<file path="src/rtl/ram_bist.sv">
// March-style BIST initiator for a single-port RAM: W(P) ^ R(P)W(~P) v R(~P)W(P) ^ R(P).
// Drives the RAM port while busy and records the error count plus first-failure diagnostics.
module ram_bist #(
    parameter int                 ADDR_W  = 10,
    parameter int                 DATA_W  = 8,
    parameter logic [DATA_W-1:0]  PATTERN = 8'h55
) (
    input  logic                i_clk,
    input  logic                i_rst,
    input  logic                i_start,
    output logic                o_busy,
    output logic                o_done,
    output logic                o_fail,
    output logic [ADDR_W+1:0]   o_err_count,
    output logic [ADDR_W-1:0]   o_first_err_addr,
    output logic [DATA_W-1:0]   o_first_err_data,
    output logic                o_ram_wr,
    output logic                o_ram_rd,
    output logic [ADDR_W-1:0]   o_ram_address,
    output logic [DATA_W-1:0]   o_ram_datain,
    input  logic [DATA_W-1:0]   i_ram_out
);

    typedef enum logic [2:0] {
        S_IDLE, S_M1_W, S_M2_R, S_M2_W, S_M3_R, S_M3_W, S_M4_R, S_DONE
    } state_t;

    state_t              r_state;
    logic [ADDR_W-1:0]   r_addr;
    logic                r_busy, r_done, r_fail, r_wr, r_rd;
    logic [ADDR_W+1:0]   r_err_count;
    logic [ADDR_W-1:0]   r_first_err_addr;
    logic [DATA_W-1:0]   r_first_err_data, r_datain;

    state_t              w_next_state;
    logic [ADDR_W-1:0]   w_next_addr;
    logic                w_next_wr, w_next_rd, w_next_busy;
    logic [DATA_W-1:0]   w_next_datain, w_exp;
    logic                w_last, w_first, w_start_ok, w_rd_cycle, w_mismatch;

    assign w_last     = (r_addr == '1);
    assign w_first    = (r_addr == '0);
    assign w_start_ok = (r_state == S_IDLE) && i_start;

    always_comb begin
        w_next_state = r_state;
        w_next_addr  = r_addr;
        case (r_state)
            S_IDLE: if (i_start) begin
                w_next_state = S_M1_W;
                w_next_addr  = '0;
            end
            S_M1_W: begin
                w_next_state = w_last ? S_M2_R : S_M1_W;
                w_next_addr  = r_addr + ADDR_W'(1);
            end
            S_M2_R: w_next_state = S_M2_W;
            // The M2->M3 handoff keeps the top address: M3 starts where M2 ended.
            S_M2_W: begin
                w_next_state = w_last ? S_M3_R : S_M2_R;
                w_next_addr  = w_last ? r_addr : r_addr + ADDR_W'(1);
            end
            S_M3_R: w_next_state = S_M3_W;
            S_M3_W: begin
                w_next_state = w_first ? S_M4_R : S_M3_R;
                w_next_addr  = w_first ? '0 : r_addr - ADDR_W'(1);
            end
            S_M4_R: begin
                w_next_state = w_last ? S_DONE : S_M4_R;
                w_next_addr  = r_addr + ADDR_W'(1);
            end
            S_DONE: begin
                w_next_state = S_IDLE;
                w_next_addr  = '0;
            end
            default: begin
                w_next_state = S_IDLE;
                w_next_addr  = '0;
            end
        endcase
    end

    // Port controls are decoded from the next state so they are registered alongside it.
    always_comb begin
        w_next_wr     = 1'b0;
        w_next_rd     = 1'b0;
        w_next_datain = '0;
        case (w_next_state)
            S_M1_W, S_M3_W: begin w_next_wr = 1'b1; w_next_datain = PATTERN;  end
            S_M2_W:         begin w_next_wr = 1'b1; w_next_datain = ~PATTERN; end
            S_M2_R, S_M3_R, S_M4_R: w_next_rd = 1'b1;
            default: ;
        endcase
        w_next_busy = w_next_wr | w_next_rd;
    end

    assign w_rd_cycle = (r_state == S_M2_R) || (r_state == S_M3_R) || (r_state == S_M4_R);
    assign w_exp      = (r_state == S_M3_R) ? ~PATTERN : PATTERN;
    assign w_mismatch = w_rd_cycle && (i_ram_out != w_exp);

    always_ff @(posedge i_clk) begin
        if (i_rst) begin
            r_state          <= S_IDLE;
            r_addr           <= '0;
            r_busy           <= 1'b0;
            r_done           <= 1'b0;
            r_wr             <= 1'b0;
            r_rd             <= 1'b0;
            r_datain         <= '0;
            r_fail           <= 1'b0;
            r_err_count      <= '0;
            r_first_err_addr <= '0;
            r_first_err_data <= '0;
        end else begin
            r_state  <= w_next_state;
            r_addr   <= w_next_addr;
            r_busy   <= w_next_busy;
            r_done   <= (w_next_state == S_DONE);
            r_wr     <= w_next_wr;
            r_rd     <= w_next_rd;
            r_datain <= w_next_datain;
            if (w_start_ok) begin
                r_fail           <= 1'b0;
                r_err_count      <= '0;
                r_first_err_addr <= '0;
                r_first_err_data <= '0;
            end else if (w_mismatch) begin
                r_err_count <= r_err_count + (ADDR_W+2)'(1);
                if (!r_fail) begin
                    r_fail           <= 1'b1;
                    r_first_err_addr <= r_addr;
                    r_first_err_data <= i_ram_out;
                end
            end
        end
    end

    assign o_busy           = r_busy;
    assign o_done           = r_done;
    assign o_fail           = r_fail;
    assign o_err_count      = r_err_count;
    assign o_first_err_addr = r_first_err_addr;
    assign o_first_err_data = r_first_err_data;
    assign o_ram_wr         = r_wr;
    assign o_ram_rd         = r_rd;
    assign o_ram_address    = r_addr;
    assign o_ram_datain     = r_datain;

endmodule

</file>
<file path="config.mk">
export PLATFORM = sky130hd
export DESIGN_NAME = ram_bist
export DESIGN_NICKNAME = d
export VERILOG_FILES = /design/src/rtl/ram_bist.sv
export SDC_FILE = /design/constraint.sdc
export NUM_CORES = 1
export LEC_CHECK = 0
export ABC_AREA = 1
export BUFFER_PORTS_ARGS = -buffer_cell sky130_fd_sc_hd__buf_4
export CAP_MARGIN = 20
export CORE_MARGIN = 5
export CORE_UTILIZATION = 58
export CTS_CLUSTER_SIZE = 8
export DETAILED_ROUTE_END_ITERATION = 6
export PLACE_DENSITY_LB_ADDON = 0.08
export SLEW_MARGIN = 20
export SYNTH_ARGS = -nofsm -noshare
export SYNTH_HDL_FRONTEND = slang
export SYNTH_SLANG_ARGS = --single-unit
export TNS_END_PERCENT = 50
</file>
<file path="constraint.sdc">
create_clock -name i_clk -period 2.71 [get_ports i_clk]
set_input_delay 0.1355 -clock i_clk [delete_from_list [all_inputs] [get_ports i_clk]]
set_output_delay 0.1355 -clock i_clk [all_outputs]
set_load 0.02 [all_outputs]
</file>
==> impl_results.md, run 1 <==
- Status: completed
- Max-Cap Viols: 0
- GRT Total Usage: 22.84%
- Initial core utilization: roughly three fifths
- TNS Setup: 0 ps
- Part of the power in combinational logic: about an eighth
- Detailed Routing Iterations Pass 1: 7
- Post-CTS Setup Bufs: 0
- Mapped Nets: 444
- Clock-pin slew on the worst setup and hold paths: approximately 90 ps
- CP Depth: 8
- CP Capture Type: register
- CTS Root Cell: clkbuf_8
- Routability cong.: 0.9694
- Routed WL per cell: 12.69 um
- Area contributors post-synth: dfxtp_1 (36%), nand2_1 (14%), nor2_1 (11%)
- Hpwl dp: 5056 um
- Crit start category: register
- RSZ-0062 raised after global routing: false
- # resized after CTS: 0
- Max stage delay on crit path: 440 ps
- WP data required: 2900 ps
- Post-synth top area share: 35.89%
- Starting DRT DRC Count: 212
- Std cell rows: 25
- Post-Synth XOR/XNOR Area: 3.769%
- Fraction of layout cells with a size suffix above 1: a little under a fifth
- Worst-path fanout max: 7
- Power Density: 415.0 nW/um^2
- H-tree levels: 2
- Buf/Inv on CP: 1
- Sw Ratio: 26.50%
- Port bufs: 63
- Asr flop ratio synth: 0%
- Most used cell, CP: nand2_1
- Slew @ Worst Pin: between 500 and 600 ps
- Yosys top cell by area: dfxtp_1
- Initial antenna violation count: 0
- Area of the die: roughly 6300 um^2
- CP Class: register to register
- Post-synthesis register bit count: 50
- Multiplexer share of the synthesized area: 0%
- Finished Cell Area: 3306 um^2
- Total wire length: 6817 um
- Syn Area/Cell: 6.486 um^2
- Worst-skew pair later-pin latency: a little over 300 ps
- Simple-gate area share of the yosys netlist: ~40%
- Min-Delay Path Class: primary input to register
- Seq/Total Area, Yosys: between 30% and 40%
- Syn Inst Count: 430
- # DRC: 0
- Final setup skew: between 6 and 7 ps
- Final Hold Vio Count: 0
- Die Ht: 79.35 um
- Area Growth Syn to Fin: 18.53%
- Die Span X: between 70 and 80 um
- Yosys Warn Count: 0
- Period utilisation layout: between 70% and 80%
- CTS tree: done
- CTS Buffer Depth: 2
- Crit path max-delay cell type: dfxtp_1
- R2R depth: 8
- Shortest period the worst path allows: slightly above 2000 ps
- Cell family contributing the most delay on the critical path: simple AND/OR/NAND/NOR gates
- Max Slew Vio Count: 0
- Relative slew slack: 62.63%
- Primary FF master, synth: dfxtp_1
- P_int: 1008 uW
- Lkg Pwr: about 0.0015 uW
- Hold Buf Count CTS: 0
- NetSw: between 300 and 400 uW
- Unique cell type count in the Yosys netlist: 29
- Ant. Diodes: 0
- VDD IR max: 0.2364 mV
- Power Total: 1372 uW
- Global-route wire length before repair: 11560 um
- Worst R2R Setup Slack: 690 ps
- I/O pins: 64
- Max frequency: 495.7 MHz
- Synthesized cell area: 2789 um^2
- Vias: 2851
- Total CTS buffers: 5
- Nets: ~500
- Grt total ovfl: 0
- Sink Count: 50
- Number of flops mapped to enable cells by yosys: 0
- DP Area: around 3200 um^2
- Antenna-violating nets left: 0
- Cell depth of the worst hold path: 2
- Post-DR vias/cell: approximately 5.3
- Main combinational cell family by area after synthesis: simple AND/OR/NAND/NOR gates
- Final setup vio count: 0
- Core area: 4692 um^2
- Sequential fraction of design power: between 50% and 60%
- WP data arrival: around 2200 ps
- Cell Chain, Critical Path: ha_1, nand2_1, nor2_2, nand4_1, nand2_1, inv_1, o21ai_0, a21oi_1
- Number of global-route vias before repair: 2553
- Synth Area in Compound Gates: 7.941%
- Synth Area in Adders: roughly 1.3%
- Clock share of power: approximately 33%
- Largest net degree at the start of global routing: 35
==> power groups by stage <==
stage	Sequential [uW]	Combinational (uW)	Clock, uW
2_1_floorplan	777	107	0
3_3_place_gp	769	160	0
3_5_place_dp	770	161	0
4_1_cts	753	163	468
5_1_grt	755	182	502
6_report	753	163	456
==> through the flow <==
stage	instances	setup WS (ps)	hold slack, ps	utilization, %
after floorplan	430	999.0	204.1	-
after global placement	529	770.1	445.1	68.43
after detailed placement	529	738.6	448.4	68.43
after CTS	537	686.0	111.0	70.45
after global routing	537	447.5	127.8	70.45
final	537	692.7	113.3	70.45
==> placed cells by master, fill, tap and decap left out, types with 4 or more instances in the layout <==
master and count:
nand2_1 101, nor2_1 80, buf_4 64, dfxtp_1 50, nand3_1 45, inv_1 42
a21oi_1 21, o21ai_0 13, nand4_1 11, xor2_1 8, inv_2 6, nor3_1 6
clkbuf_8 6, xnor2_1 4
==> cells in the mapped netlist, types with 2 or more instances <==
cell type	instances
nand2_1	101
nor2_1	80
dfxtp_1	50
nand3_1	45
inv_1	42
a21oi_1	21
o21ai_0	13
nand4_1	11
buf_2	8
xor2_1	8
buf_4	6
inv_2	6
nor3_1	6
xnor2_1	4
buf_6	3
ha_1	3
nand2_2	3
nor2_2	3
o21ai_1	3
clkbuf_1	2
clkinv_1	2
nand3_2	2
nor2_4	2
==> cells by family (layout without fill, tap and decap cells) <==
family	count (synthesis)	after routing
AO/OA/AOI/OAI	41	41
XOR/XNOR	12	12
adder cells (fa/ha/maj)	3	3
buffers and inverters	69	122
flip-flops	50	50
AND/OR/NAND/NOR	255	255
==> routing by layer <==
metal	global-route usage (%)	share of wire, %	vias to the layer above
li1	-	-	1457
met1	28.46	43	1273
met2	38.97	48	109
met3	4.422	6.4	12
met4	8.419	2.3	0
met5	0	0	-
==> final cells by class <==
cell class	count	area (um^2)
clock buffers	6	82.58
multi-input cells	311	1474
fillers	419	1386
clock inverters	2	12.51
flip-flops and latches	50	1001
inverters	50	187.7
repair buffers	64	480.5
well taps	54	67.56
==> worst reg2reg max path: cells and delay by family (launching register included) <==
| kind | cells | cell delay (ps) |
|---|---|---|
| AOI/OAI and AO/OA | 2 | 300 |
| DFF | 1 | 440 |
| buffers and inverters | 1 | 170 |
| and+or+nand+nor | 4 | 770 |
| adders and majority gates | 1 | 220 |
==> flip-flops by register name, summed over array words and instances (netlist names) <==
register	count
o_fail	1
o_ram_datain	2
o_first_err_data	8
o_err_count	12
r_state	3
o_ram_address	10
o_busy	1
o_done	1
o_first_err_addr	10
o_ram_wr	1
o_ram_rd	1
==> final timing paths <==
kind	from	end
setup reg to reg	o_ram_address[1]	o_ram_address[0]
hold / removal	i_rst	o_ram_address[5]
setup / recovery	o_ram_address[1]	o_ram_address[0]
hold reg to reg	o_first_err_data[2]	o_first_err_data[2]
(Power assumes the default switching activity.)
==> inputs of run 2 (changes only) <==
--- a/config.mk
+++ b/config.mk
@@ -5,11 +5,11 @@
 export SDC_FILE = /design/constraint.sdc
 export NUM_CORES = 1
 export LEC_CHECK = 0
-export ABC_AREA = 1
+export ABC_AREA = 0
 export BUFFER_PORTS_ARGS = -buffer_cell sky130_fd_sc_hd__buf_4
 export CAP_MARGIN = 20
 export CORE_MARGIN = 5
-export CORE_UTILIZATION = 58
+export CORE_UTILIZATION = 48
 export CTS_CLUSTER_SIZE = 8
 export DETAILED_ROUTE_END_ITERATION = 6
 export PLACE_DENSITY_LB_ADDON = 0.08
==> constraint.sdc (replaced) <==
create_clock -name i_clk -period 1.82 [get_ports i_clk]
set_input_delay 0.091 -clock i_clk [delete_from_list [all_inputs] [get_ports i_clk]]
set_output_delay 0.091 -clock i_clk [all_outputs]
set_load 0.02 [all_outputs]
==> run 2 against run 1 <==
  * The flow now finishes with violations (negative setup slack)
  * Clock skew is 0.70 ps lower
  * Sequential cell count unchanged
  * Maximum frequency up 0.82%
  * Via count decreased by 12%
  * Count of clock-buffer cells in the layout down 1
  * Core utilization is 3.0 points higher
==> impl_results.md, run 2 <==
- Status: finished, violations left (was completed)
- Violated checks: negative setup slack
- Final Hold Vio Count: 0 (unchanged)
- Syn Inst Count: 295 (was 430)
- Most used cell, CP: or4_4 (was nand2_1)
- Worst-path fanout max: 4 (was 7)
- Number of flops mapped to enable cells by yosys: 0 (unchanged)
- Max reg flops: 12 (unchanged)
- Max stage delay on crit path: 530 ps (was 440 ps)
- H-tree levels: 2 (unchanged)
- Syn Area/Cell: 8.708 um^2 (was 6.486 um^2)
- Sw Ratio: 24.56% (was 26.50%)
- Crit path max-delay cell type: or4_4 (was dfxtp_1)
- # DRC: 0 (unchanged)
- Global-route wire length before repair: 11700 um (was 11560 um)
- Worst Hold Launch: i_ram_out[5] (was i_rst)
- Asr flop ratio synth: 0% (unchanged)
- Buf/Inv on CP: 0 (was 1)
- Std cell rows: 26 (was 25)
- Initial core utilization: 49.98% (was 59.44%)
- Period utilisation layout: 109.9% (was 74.44%)
- Crit start category: register (unchanged)
- Post-DR vias/cell: 5.376 (was 5.309)
- Die Ht: 83.16 um (was 79.35 um)
- Area Growth Syn to Fin: 46.91% (was 18.53%)
- Unique cell type count in the Yosys netlist: 55 (was 29)
- CP Class: register to register (unchanged)
- Total wire length: 7091 um (was 6817 um)
- Seq/Total Area, Yosys: 38.97% (was 35.89%)
- Part of the power in combinational logic: 13.2% (was 11.9%)
- CP Capture Type: register (unchanged)
- Sink Count: 50 (unchanged)
- Post-synth top area share: 38.97% (was 35.89%)
- Detailed Routing Iterations Pass 1: 4 (was 7)
- Number of global-route vias before repair: 2480 (was 2553)
- Cell Chain, Critical Path: or4_4, or4_4, o311a_1, a21oi_1, o2bb2ai_1 (was ha_1, nand2_1, nor2_2, nand4_1, nand2_1, inv_1, o21ai_0, a21oi_1)
- Sequential fraction of design power: 50.7% (was 54.9%)
- Hpwl dp: 5168 um (was 5056 um)
- Ant. Diodes: 0 (unchanged)
- Routability cong.: 0.9413 (was 0.9694)
- Routed WL per cell: 15.15 um (was 12.69 um)
- Largest net degree at the start of global routing: 31 (was 35)
- Worst R2R Start: o_ram_address[0] (was o_ram_address[1])
- Post-synthesis register bit count: 50 (unchanged)
- Post-synth top cells: dfxtp_1 (50), nor2_1 (45), mux2i_1 (22), a21oi_1 (15) (was nand2_1 (101), nor2_1 (80), dfxtp_1 (50), nand3_1 (45), inv_1 (42))
- Yosys top cell by area: dfxtp_1 (unchanged)
- Finished Cell Area: 3774 um^2 (was 3306 um^2)
- Port bufs: 63 (unchanged)
- NetSw: 539.3 uW (was 363.5 uW)
- Setup WS post-layout: -180.8 ps (was 692.7 ps)
- Worst R2R Setup Slack: -180 ps (was 690 ps)
- Clock share of power: 36.1% (was 33.2%)
- Vias: 2516 (was 2851)
- Area of the die: 6915 um^2 (was 6296 um^2)
- CTS Root Cell: clkbuf_8 (unchanged)
- Fillers: 404 (was 419)
- Primary FF master, synth: dfxtp_1 (unchanged)
- I/O pins: 64 (unchanged)
- Antenna-violating nets left: 0 (unchanged)
- Grt total ovfl: 0 (unchanged)
- Mapped Nets: 309 (was 444)
- Worst-skew pair later-pin latency: 310 ps (about the same)
- Final setup skew: 5.974 ps (was 6.676 ps)
- DP Area: 3452 um^2 (was 3211 um^2)
- Fraction of layout cells with a size suffix above 1: 41.71% (was 19.05%)
- VDD IR max: 0.3083 mV (was 0.2364 mV)
- Clock-pin slew on the worst setup and hold paths: 90 ps (about the same)
- Total CTS buffers: 5 (unchanged)
- Shortest period the worst path allows: 2001 ps (was 2017 ps)
- Max-Cap Viols: 0 (unchanged)
- Max Slew Vio Count: 0 (unchanged)
- Yosys Warn Count: 0 (unchanged)
- GRT Total Usage: 20.23% (was 22.84%)
- Lkg Pwr: 0.001756 uW (was 0.001485 uW)
- Min-Delay Path Class: primary input to register (unchanged)
- Max frequency: 499.8 MHz (was 495.7 MHz)
- Power Density: 582.0 nW/um^2 (was 415.0 nW/um^2)
- Slew @ Worst Pin: 459.1 ps (was 558.6 ps)
- Initial antenna violation count: 0 (unchanged)
- Crit path from: o_ram_address[0] (was o_ram_address[1])
- CTS Buffer Depth: 2 (unchanged)
- Relative slew slack: 68.98% (was 62.63%)
- CTS tree: done (unchanged)
- Die Span X: 83.16 um (was 79.35 um)
- WP data arrival: 2200 ps (was 2210 ps)
- Core area: 5140 um^2 (was 4692 um^2)
- Synthesized cell area: 2569 um^2 (was 2789 um^2)
- Post-Layout Cell Count: 468 (was 537)
- RSZ-0062 raised after global routing: true (was false)
- Top-count cell post-synth: dfxtp_1 (was nand2_1)
- Final setup vio count: 15 (was 0)
- WP data required: 2020 ps (was 2900 ps)
- Commonest non-fill, non-tap cell in the layout: buf_4 (was nand2_1)
- P_int: 1657 uW (was 1008 uW)
- Cell family contributing the most delay on the critical path: simple AND/OR/NAND/NOR gates (unchanged)
- Starting DRT DRC Count: 197 (was 212)
- Placed Cells: 449 (was 529)
- Most frequent cells in the layout: buf_4 (116), dfxtp_1 (45), nor2_1 (44) (was nand2_1 (101), nor2_1 (80), buf_4 (64))
- Nets: 411 (was 496)
- Area contributors post-synth: dfxtp_1 (39%), mux2i_1 (8.6%), nor2_1 (6.6%) (was dfxtp_1 (36%), nand2_1 (14%), nor2_1 (11%))
## run 2: cell types whose count changed after synthesis, moves of 5 or more
cell | before | now
a21oi_1 | 21 | 15
and3_1 | 0 | 5
clkbuf_1 | 2 | 14
inv_1 | 42 | 9
inv_2 | 6 | 0
mux2i_1 | 0 | 22
nand2_1 | 101 | 12
nand3_1 | 45 | 6
nand4_1 | 11 | 1
nor2_1 | 80 | 45
o2111ai_1 | 0 | 7
## run 2: power groups by stage
stage / combinational, uW / sequential [uW] / clock, uW
global route: 313 / 1120 / 856
CTS: 279 / 1110 / 819
detailed placement: 247 / 1140 / 0
global placement: 246 / 1140 / 0
floorplan: 132 / 1150 / 0
finish: 291 / 1110 / 792
## run 2: routing by layer
| metal | global-route usage [%] | wire (um) |
|---|---|---|
| met5 | 0 | 0 |
| met4 | 6.835 | 140 |
| met3 | 6.040 | 483 |
| met2 | 33.97 | 3326 |
| met1 | 24.60 | 3141 |
## run 2: worst min-delay path, cell delays in order
cell     delay (ps)
buf_4            90
mux2i_1          60
nor2_1           70
## run 2: area by class of cell
cell class	instances	area [um^2]	share of cell area (%)
multi-input combinational	207	1533	40.62
sequential	50	1017	26.96
clock inverter	3	43.79	1.160
timing repair buffer	124	987.2	26.16
clock buffer	5	68.82	1.824
inverter	9	36.28	0.9615
tap	70	87.58	2.321
## run 2: kinds of logic after synthesis
kind of cell / count (synthesis) / share of synthesized area (%)
mux: 22 / 8.573
xor+xnor: 13 / 4.433
compound gates: 67 / 18.90
simple gates: 102 / 20.36
flops: 50 / 38.97
fa+ha+maj: 3 / 1.461
buf+inv: 38 / 7.306
## run 2: stage by stage
step / setup slack (ps) / power, uW / hold slack [ps] / TNS (ps) / utilization (%)
CTS: -212.9 / 2210 / 27.86 / -1521 / 71.64
global placement: -217.9 / 1383 / 345.3 / -2046 / 67.16
finish: -180.8 / 2196 / 35.32 / -1404 / 73.42
global route: -250.2 / 2285 / 26.76 / -2867 / 73.42
detailed placement: -253.6 / 1385 / 350.5 / -2493 / 67.16
floorplan: -412.0 / 1280 / 234.9 / -3162 / -
## run 2: timing repair
action                                 in CTS  in global routing
hold buffers                                0                  0
pin swaps                                  16                 10
endpoints found under the hold margin       0                  0
buffers inserted                            7                  4
setup endpoints to repair                  16                 37
resized for setup                          14                 11
cloned                                      0                  0
## run 2: final timing paths
check / to / cells after the start
max: o_ram_address[9] / 5
min: o_first_err_data[5] / 3
max reg2reg: o_ram_address[9] / 5
min reg2reg: o_first_err_addr[4] / 2
==> inputs of run 3 (changes only) <==
--- a/config.mk
+++ b/config.mk
@@ -5,11 +5,12 @@
 export SDC_FILE = /design/constraint.sdc
 export NUM_CORES = 1
 export LEC_CHECK = 0
-export ABC_AREA = 0
+export ABC_AREA = 1
 export BUFFER_PORTS_ARGS = -buffer_cell sky130_fd_sc_hd__buf_4
 export CAP_MARGIN = 20
+export CORE_ASPECT_RATIO = 1.75
 export CORE_MARGIN = 5
-export CORE_UTILIZATION = 48
+export CORE_UTILIZATION = 49
 export CTS_CLUSTER_SIZE = 8
 export DETAILED_ROUTE_END_ITERATION = 6
 export PLACE_DENSITY_LB_ADDON = 0.08
==> run 3 against run 2 <==
  * The flow now finishes without violations
  * Final cell count increased by 22%
  * Total power decreased by 4.3%
  * Maximum frequency increased by 24%
  * Clock skew decreased by 3.0 ps
  * Die area increased by 6.4%
  * Core utilization decreased by 11 points
  * Critical path type unchanged
  * Largest power group unchanged
==> impl_results.md, run 3 (synthesis results as in run 1) <==
- Most frequent cells in the layout: nand2_1 (101), nor2_1 (80), buf_4 (77) (was buf_4 (116), dfxtp_1 (45), nor2_1 (44))
- Die Ht: 109.8 um (was 83.16 um)
- Period utilisation layout: 88.98% (was 109.9%)
- Metal3 WL: 269 um (was 483 um)
- Worst-skew pair later-pin latency: 310 ps (about the same)
- Ant. Diodes: 0 (unchanged)
- RSZ-0062 raised after global routing: false (was true)
- Worst-path fanout max: 18 (was 4)
- H-tree levels: 2 (unchanged)
- Post-CTS Setup Bufs: 0 (was 7)
- Hold Slack: 79.81 ps (was 35.32 ps)
- WP data arrival: 1870 ps (was 2200 ps)
- DR top layer: met4 (unchanged)
- Max reg flops: 12 (unchanged)
- Die Span X: 67.03 um (was 83.16 um)
- Global-route wire length before repair: 12210 um (was 11700 um)
- CTS Root Cell: clkbuf_8 (unchanged)
- TNS Setup: 0 ps (was -1404 ps)
- Nets: 509 (was 411)
- Place WS: 185.9 ps (was -253.6 ps)
- Routability cong.: 0.9611 (was 0.9413)
- GRT Total Usage: 21.51% (was 20.23%)
- Routed WL per cell: 13.26 um (was 15.15 um)
- Max frequency: 617.5 MHz (was 499.8 MHz)
- Total CTS buffers: 5 (unchanged)
- Hpwl dp: 5891 um (was 5168 um)
- Detailed Routing Iterations Pass 1: 4 (unchanged)
- WP data required: 2070 ps (was 2020 ps)
- Total wire length: 7584 um (was 7091 um)
- Sink Count: 50 (unchanged)
- Number of global-route vias before repair: 2803 (was 2480)
- Met2 WL: 4297 um (was 3326 um)
- Cell Chain, Critical Path: inv_2, nor2_2, o21ai_1, nand2_2, inv_2, nor2_8, nor2_1, nor2_1 (was or4_4, or4_4, o311a_1, a21oi_1, o2bb2ai_1)
- M1 WL: 2688 um (was 3141 um)
- Max stage delay on crit path: 390 ps (was 530 ps)
- Power Density: 610.0 nW/um^2 (was 582.0 nW/um^2)
- Slew @ Worst Pin: 458.8 ps (was 459.1 ps)
- Clock-pin slew on the worst setup and hold paths: 90 ps (about the same)
- Port bufs: 63 (unchanged)
- Max-Cap Viols: 0 (unchanged)
- Relative slew slack: 69.22% (was 68.98%)
- Setup WS post-layout: 200.6 ps (was -180.8 ps)
- Min-Delay Path Class: primary input to register (unchanged)
- Shortest period the worst path allows: 1619 ps (was 2001 ps)
- Power Total: 2103 uW (was 2196 uW)
- Final setup vio count: 0 (was 15)
- Crit start category: register (unchanged)
- VDD IR max: 0.4690 mV (was 0.3083 mV)
- CTS Buffer Depth: 2 (unchanged)
- Core area: 5540 um^2 (was 5140 um^2)
- Area Growth Syn to Fin: 23.60% (was 46.91%)
- Grt total ovfl: 0 (unchanged)
- Max Slew Vio Count: 0 (unchanged)
- Initial antenna violation count: 0 (unchanged)
- Status: completed (was finished, violations left)
- # DRC: 0 (unchanged)
- Largest net degree at the start of global routing: 23 (was 31)
- CP Capture Type: register (unchanged)
- Vias: 2893 (was 2516)
- Fraction of layout cells with a size suffix above 1: 21.37% (was 41.71%)
- Initial core utilization: 50.34% (was 49.98%)
- Post-DR vias/cell: 5.058 (was 5.376)
- Std cell rows: 36 (was 26)
- Final Hold Vio Count: 0 (unchanged)
- Antenna-violating nets left: 0 (unchanged)
- Commonest non-fill, non-tap cell in the layout: nand2_1 (was buf_4)
- I/O pins: 64 (unchanged)
- Starting DRT DRC Count: 131 (was 197)
- Crit path max-delay cell type: dfxtp_1 (was or4_4)
- Lkg Pwr: 0.001556 uW (was 0.001756 uW)
- Area of the die: 7360 um^2 (was 6915 um^2)
- CTS tree: done (unchanged)
- Final setup skew: 3.005 ps (was 5.974 ps)
- CP Class: register to register (unchanged)
[run 3: cell count changes in the layout (fill, tap and decap cells not counted), moves of 6 or more]
| cell | change |
|---|---|
| o2111ai_1 | -6 |
| a21oi_1 | +7 |
| nor2_1 | +36 |
| mux2i_1 | -22 |
| inv_1 | +35 |
| nand4_1 | +10 |
| nand2_1 | +89 |
| buf_4 | -39 |
| nand3_1 | +41 |
[run 3: cell type report]
type	instances	area, um^2
sequential	50	1002
timing repair buffer	77	578.1
fill	559	2093
tap	76	95.09
inverter	50	187.7
clock inverter	1	8.758
clock buffer	7	96.34
multi-input combinational	311	1479
[run 3: power breakdown]
group	switching, uW	internal (uW)
Combinational	158	99.8
Clock	375	349
Sequential	14.8	1110
Total	548	1560
[run 3: final timing paths]
kind,startpoint,end,slack (ps),depth (start not counted)
setup / recovery,r_state[1],o_first_err_addr[8],200,8
hold reg to reg,o_first_err_data[7],o_first_err_data[7],480,2
setup reg to reg,r_state[1],o_first_err_addr[8],200,8
hold / removal,i_rst,o_ram_address[5],80,2
[run 3: timing repair]
action,4_1_cts,5_1_grt
resized for setup,0,2
setup endpoints to repair,0,3
hold buffers,0,0
[run 3: critical path: cells and delay by family, from the launching register on]
family	cells	cell delay, ps
AOI/OAI and AO/OA	1	120
buffers and inverters	2	240
DFF	1	390
and+or+nand+nor	5	800
[run 3: stage by stage]
| step | std cells | util [%] | instance area [um^2] |
|---|---|---|---|
| 4_1_cts | 572 | 62.10 | 3441 |
| 3_3_place_gp | 564 | 60.21 | 3336 |
| 5_1_grt | 572 | 62.22 | 3447 |
| 6_report | 572 | 62.22 | 3447 |
| 3_5_place_dp | 564 | 60.21 | 3336 |
| 2_1_floorplan | 430 | - | 2789 |
[run 3: metal layers]
layer  up-vias  GRT usage (%)
li1       1488              -
met2        75          40.11
met4         0          12.63
met1      1302          21.10
met3        28          4.192
met5         -              0
